**config.mk**
```make
export PLATFORM = sky130hd
export DESIGN_NAME = tree_frame_loader
export DESIGN_NICKNAME = d
export VERILOG_FILES = /design/src/rtl/tree_frame_loader.sv
export SDC_FILE = /design/constraint.sdc
export NUM_CORES = 1
export LEC_CHECK = 0
export CAP_MARGIN = 20
export CELL_PAD_IN_SITES_DETAIL_PLACEMENT = 1
export CELL_PAD_IN_SITES_GLOBAL_PLACEMENT = 1
export CORE_MARGIN = 2
export CORE_UTILIZATION = 35
export CTS_BUF_LIST = sky130_fd_sc_hd__clkbuf_4 sky130_fd_sc_hd__clkbuf_8 sky130_fd_sc_hd__clkbuf_16
export CTS_CLUSTER_DIAMETER = 200
export DETAILED_ROUTE_END_ITERATION = 6
export PLACE_DENSITY_LB_ADDON = 0.1
export SLEW_MARGIN = 10
export SYNTH_ARGS = -nofsm -noshare
export SYNTH_HDL_FRONTEND = slang
export SYNTH_SLANG_ARGS = --single-unit
```
**constraint.sdc**
```tcl
create_clock -name clk -period 9.5 [get_ports clk]
set_input_delay 1.9 -clock clk [delete_from_list [all_inputs] [get_ports clk]]
set_output_delay 1.9 -clock clk [all_outputs]
set_load 0.02 [all_outputs]
```
**src/rtl/tree_frame_loader.sv**
```systemverilog
// Serial-to-parallel feature frame loader for a combinational decision tree:
// gathers one frame of bytes, lets the tree settle, then returns the class code.
module tree_frame_loader #(
  parameter int unsigned NUM_FEAT = 45,
  parameter int unsigned FEAT_W   = 8,
  parameter int unsigned CLASS_W  = 5,
  parameter int unsigned SETTLE   = 2
) (
  input  logic                         clk,
  input  logic                         rst_n,
  input  logic                         s_valid,
  input  logic [FEAT_W-1:0]            s_data,
  input  logic                         s_last,
  output logic                         s_ready,
  output logic [NUM_FEAT*FEAT_W-1:0]   feat_bus,
  input  logic [CLASS_W-1:0]           cls_in,
  output logic                         m_valid,
  output logic [CLASS_W-1:0]           m_class,
  input  logic                         m_ready,
  output logic                         frame_err
);

  localparam int unsigned IDX_W = (NUM_FEAT > 1) ? $clog2(NUM_FEAT) : 1;
  localparam int unsigned CNT_W = $clog2(SETTLE) + 1;
  localparam logic [IDX_W-1:0] IDX_LAST = IDX_W'(NUM_FEAT - 1);
  localparam logic [CNT_W-1:0] CNT_LAST = CNT_W'(SETTLE - 1);

  typedef enum logic [1:0] {
    ST_LOAD,
    ST_SETTLE,
    ST_HOLD
  } state_t;

  state_t             state;
  logic [IDX_W-1:0]   idx;
  logic [CNT_W-1:0]   cnt;

  // s_ready is kept equal to (state == ST_LOAD) by updating it on every state change.
  always_ff @(posedge clk or negedge rst_n) begin
    if (!rst_n) begin
      state     <= ST_LOAD;
      idx       <= '0;
      cnt       <= '0;
      s_ready   <= 1'b1;
      feat_bus  <= '0;
      m_valid   <= 1'b0;
      m_class   <= '0;
      frame_err <= 1'b0;
    end else begin
      frame_err <= 1'b0;
      case (state)
        ST_LOAD: begin
          if (s_valid && s_ready) begin
            feat_bus[idx*FEAT_W +: FEAT_W] <= s_data;
            if (idx == IDX_LAST) begin
              idx <= '0;
              if (s_last) begin
                state   <= ST_SETTLE;
                cnt     <= '0;
                s_ready <= 1'b0;
              end else begin
                frame_err <= 1'b1;
              end
            end else if (s_last) begin
              // Early s_last: drop the frame, leave partial bytes in place.
              idx       <= '0;
              frame_err <= 1'b1;
            end else begin
              idx <= idx + 1'b1;
            end
          end
        end
        ST_SETTLE: begin
          if (cnt == CNT_LAST) begin
            m_class <= cls_in;
            m_valid <= 1'b1;
            state   <= ST_HOLD;
          end else begin
            cnt <= cnt + 1'b1;
          end
        end
        ST_HOLD: begin
          if (m_valid && m_ready) begin
            m_valid <= 1'b0;
            s_ready <= 1'b1;
            state   <= ST_LOAD;
          end
        end
        default: begin
          state   <= ST_LOAD;
          s_ready <= 1'b1;
          m_valid <= 1'b0;
        end
      endcase
    end
  end

endmodule
```
; After elaboration in Yosys (flattened, before gate mapping)
; Index checks and enable logic that the tools add are counted.
[classes]
add_sub_neg = 3
eq_ne = 10
n_shift = 2
n_mux = 27
n_bitwise = 2
n_reduce_logical = 10
[ops]
columns = op, count
row1 = bitwise mux 360 bit, 1
row2 = "variable shift 8 x 34 -> 360 bit, first input constant", 1
row3 = variable part select 8 x 34 -> 360 bit, 1
row4 = negator 9 -> 34 bit, 1
row5 = two-way mux 2 bit, 9
row6 = AND reduction 5 bit, 3
row7 = two-way mux 6 bit, 2
row8 = "inequality test 2 bit, second input constant", 6
row9 = two-way mux 1 bit, 11
row10 = "adder 6 x 1 -> 6 bit, second input constant", 1
row11 = "== test 6 bit, second input constant", 1
row12 = case mux 1 bit (3 select lines), 2
row13 = case mux 2 bit (3 select lines), 1
row14 = "== test 2 x 1 -> 1 bit, second input constant", 2
row15 = case mux 2 bit (2 select lines), 1
row16 = AND reduction 2 bit, 2
row17 = AND reduction 3 bit, 1
row18 = "adder 2 x 1 -> 2 bit, second input constant", 1
row19 = "== test 2 bit, second input constant", 1
row20 = logical AND 1 bit, 2
row21 = logical NOT 2 bit, 1
row22 = inverter 1 bit, 2
row23 = nonzero test 2 bit, 1
[totals]
ff_bits = 378
input_bits = 18
out_inout_bits = 368
elab_cells = 62

; Logic depth before layout (Yosys ltp)
[depth]
depth_word = 4
mapped_depth = 11
mapped_depth_nobuf = 8

; Worst setup path before layout
; No wires, ideal clock.
[synth_timing]
kind = input port to flip-flop
start = in s_valid
end = reg feat_bus[70]
setup_ps = 125
t_arrival_ps = 3365
t_required_ps = 9375
slack_ps = 6010
cell_stages = 6
n_path_buf = 1
cell_sequence = nand4bb_1 clkbuf_1 nor2_1 nand4_2 nor2_2 mux2_2
[synth_via]
elab_chain_cells = 2
[synth_rtl]
columns = element, line
row1 = from (decl), 11  ; input logic s_valid,
row2 = logical AND 1 bit, 53  ; if (s_valid && s_ready) begin
row3 = AND reduction 2 bit (no source line), --
row4 = "to (signal, indexed assignment)", 54  ; feat_bus[idx*FEAT_W +: FEAT_W] <= s_data;
row5 = to (decl), 15  ; output logic [NUM_FEAT*FEAT_W-1:0] feat_bus,
; No other way between the ends.
; A chain may end at the register's enable or synchronous reset.

; Worst setup path in the final report
[layout_timing]
start = reg idx[0]
end = reg feat_bus[70]
[layout_via]
elab_chain_cells = 3
word_cells_on_any_way = 4
cone_classes = add/sub: 1 / shift: 2 / mux: 1
[layout_rtl]
columns = element, line
row1 = from (decl), 35  ; logic [IDX_W-1:0] idx;
row2 = from (signal assigned), 69  ; idx <= idx + 1'b1;
row3 = negator 9 -> 34 bit (*), 54
row4 = variable part select 8 x 34 -> 360 bit or variable shift 8 x 34 -> 360 bit (tied branches), 54
row5 = bitwise mux 360 bit (*), 54
; Mark *: on every way between the ends. The rest lies on a longest branch, timed or not.

==> metrics.txt <==
status finished clean; cell types occupying the most area after synthesis dfrtp_1, mux2_2, o21ai_0; crit path cell chain inv_1, ha_1, xnor2_2, nor2_1, nand4_2, nor2_2, mux2_2; R2R depth 7; hold buffer count at CTS 0; post_cts resized 0; Setup TNS Final 0 ns; vias in the first global route roughly 13000; WS Path Type reg2reg; slowest cell on the critical path nor2_1; Worst Path Arrival 4.66 ns; Detail Placement HPWL 40.1 mm; Synth-to-Final Area Change 38.9%; Post-Synth Simple-Gate Area 12.2%; minimum clock period approximately 4.2 ns; mapped cell area 15500 um2; Period Utilization, post-route 44.2%; Final ANT Viol Nets 0; Pwr Density 218 nW/um2; worst min-delay path category reg2reg; Post-Syn Nets 1334; Synth Area in Compound Gates 9.20%; die area 46100 um2; Post-synth EDFFs 0; core box area 44000 um2; placed insts 2234; number of CTS-inserted buffers between 40 and 50; IO Count 386; top cell type's share of synthesized area between 60% and 70%; fin area 21600 um2; Adder-Cell Fraction of Synth Area less than 1%; slowest stage delay, CP 0.91 ns; die height between 200 and 250 um; Slew @ Worst Pin 1.15 ns; FILL cells around 4600; Main synth FF type dfrtp_1; final global-route overflow total 0; fmax approximately 240 MHz; maximum fanout along the worst path 18; Max-Cap Viols 0; row count just under 80; Worst Skew between 0.02 and 0.025 ns; startpoint types register; Final Util about half; first-pass GRT wire length ~88 mm; IO Port Bufs 385; post-synthesis sequential area ratio 60.9%; CP endpoint kind register; chip width 215 um; clock sinks 378; Finished Layout Cells 2314; Yosys cell types slightly above 60; Synth Area in XOR/XNOR 0.548%; DP Worst Slack 4.55 ns; post-synthesis cell count 1312; layout cell share with drive strength beyond 1 19.4%; CTS tree built; setup ws final 5.30 ns; maximum root-to-sink buffer count 3; routed wire length 58.7 mm; Worst-Skew Late Latency 0.59 ns; dpl cell area around 20000 um2; average size of a mapped cell approximately 12 um2; Root Driver clkbuf_16; Synth async-reset ratio 100%; H-tree levels 2; CP required 9.96 ns; max_slew headroom 22.7%; Hold Fails Final Rpt 0; largest net degree at the start of global routing 170; initial antenna violation count 2; Worst Hold Slack between 0.4 and 0.5 ns; Reg clk slew, reported paths 0.06 ns; endpoints failing setup 0; layout net count 1712; Post-CTS Setup Inserts 0; vias post-DR 12100; combinational family with the most area after synthesis multiplexers; unrepaired setup endpoints after global routing no; number of diodes 0; Max IR drop VDD 132 uV; Warnings, synthesis 0; gr usage total 25.4%; total power 4.70 mW; hold path cells 2; routability congestion estimate 0.782; Max Slew Vio Count 0; WL/cell 25.4 um; drt via density 5.22; multiplexer area fraction after synthesis 14.3%; Synth area leader dfrtp_1; Yosys reg bits 378; drt pass-1 iters 5; drc violations 0; DR iter-0 viols 762; P_leak 9.67 nW; Starting Density 35.3%
[layout make-up]
class	instances	area [um2]	share of cell area (%)
Clock inverter	9	149	0.691
Clock buffer	70	1390	6.44
Inverter	21	78.8	0.366
Timing Repair Buffer	408	4050	18.8
Sequential cell	378	9460	43.9
Tap cell	592	741	3.44
Multi-Input combinational cell	836	5700	26.4
[registers in the layout, indices dropped and copies added, names as in the netlist]
name and flops:
frame_err 1, idx 6, s_ready 1, feat_bus 360, cnt 2, m_class 5, m_valid 1, state 2
[kinds of logic (layout without fill, tap and decap cells)]
group                    after synthesis  in the layout
AO/OA/AOI/OAI                        265            265
flip-flops                           378            378
adder cells (fa/ha/maj)                4              4
XOR/XNOR                               8              8
multiplexers                         198            198
buffers and inverters                 98            508
AND/OR/NAND/NOR                      361            361
[worst paths after layout]
check,to,from,slack [ns]
min in group asynchronous,m_class[0]$_DFFE_PN0P_,rst_n,1.31
hold / removal,feat_bus[42]$_DFFE_PN0P_,feat_bus[42]$_DFFE_PN0P_,0.48
setup / recovery,feat_bus[70]$_DFFE_PN0P_,idx[0]$_DFFE_PN0P_,5.30
hold reg to reg,feat_bus[42]$_DFFE_PN0P_,feat_bus[42]$_DFFE_PN0P_,0.48
setup reg to reg,feat_bus[70]$_DFFE_PN0P_,idx[0]$_DFFE_PN0P_,5.30
max in group asynchronous,feat_bus[281]$_DFFE_PN0P_,rst_n,6.00
[cell usage in the layout (no fill, tap or decap), types with 4 or more instances in the layout]
cell	synthesis	final
nand3_1	49	49
nor3_4	8	8
nand2b_1	11	11
mux2_2	191	191
nand4_1	20	20
and2_1	4	4
nor4_1	6	6
nor2_2	4	4
or2_2	5	5
nor2_1	40	40
ha_1	4	4
and3_1	12	12
inv_1	20	20
dfrtp_1	377	377
o31ai_1	16	16
nand4b_1	4	4
clkbuf_8	0	12
clkdlybuf4s50_1	0	382
nor3b_1	5	5
buf_4	2	20
clkbuf_4	0	13
nor3_1	15	14
mux2i_1	7	7
nand2_1	152	152
clkbuf_16	0	45
o21ai_0	226	226
[synth_stat cells (3+ instances only)]
| cell | number |
|---|---|
| buf_2 | 11 |
| nor3_4 | 8 |
| a21oi_1 | 3 |
| and2_1 | 4 |
| or3_1 | 3 |
| a21o_1 | 3 |
| nor2_2 | 4 |
| nor3b_1 | 5 |
| and3_1 | 12 |
| nor2_1 | 40 |
| nor2b_1 | 3 |
| nand4_2 | 3 |
| nand4_1 | 20 |
| nor4_1 | 6 |
| nand2b_1 | 11 |
| o21ai_0 | 226 |
| nand2_1 | 152 |
| dfrtp_1 | 377 |
| nand4b_1 | 4 |
| a31oi_1 | 3 |
| o31ai_1 | 16 |
| or2_2 | 5 |
| clkbuf_1 | 60 |
| inv_1 | 20 |
| nand3_1 | 49 |
| mux2i_1 | 7 |
| buf_1 | 4 |
| xnor2_1 | 4 |
| ha_1 | 4 |
| mux2_2 | 191 |
| nor3_1 | 15 |
[critical path: cells and delay by family (launching register included)]
family / cells / cell delay [ns]
AND/OR/NAND/NOR: 3 / 2.12
XOR/XNOR: 1 / 0.32
flip-flops: 1 / 0.70
buffers and inverters: 1 / 0.10
multiplexers: 1 / 0.40
adder cells (fa/ha/maj): 1 / 0.43
[power by group]
part	internal, mW	switching, mW
Combinational	0.353	0.766
Clock	1.09	0.704
Sequential	1.72	0.0741
[per-layer routing]
metal | share of wire, % | global-route usage, %
met1 | 42 | 32.2
met2 | 49 | 43.1
met3 | 6.6 | 6.74
met4 | 2.2 | 6.85
met5 | 0 | 0
No activity file was read; power rests on OpenSTA's default activity.
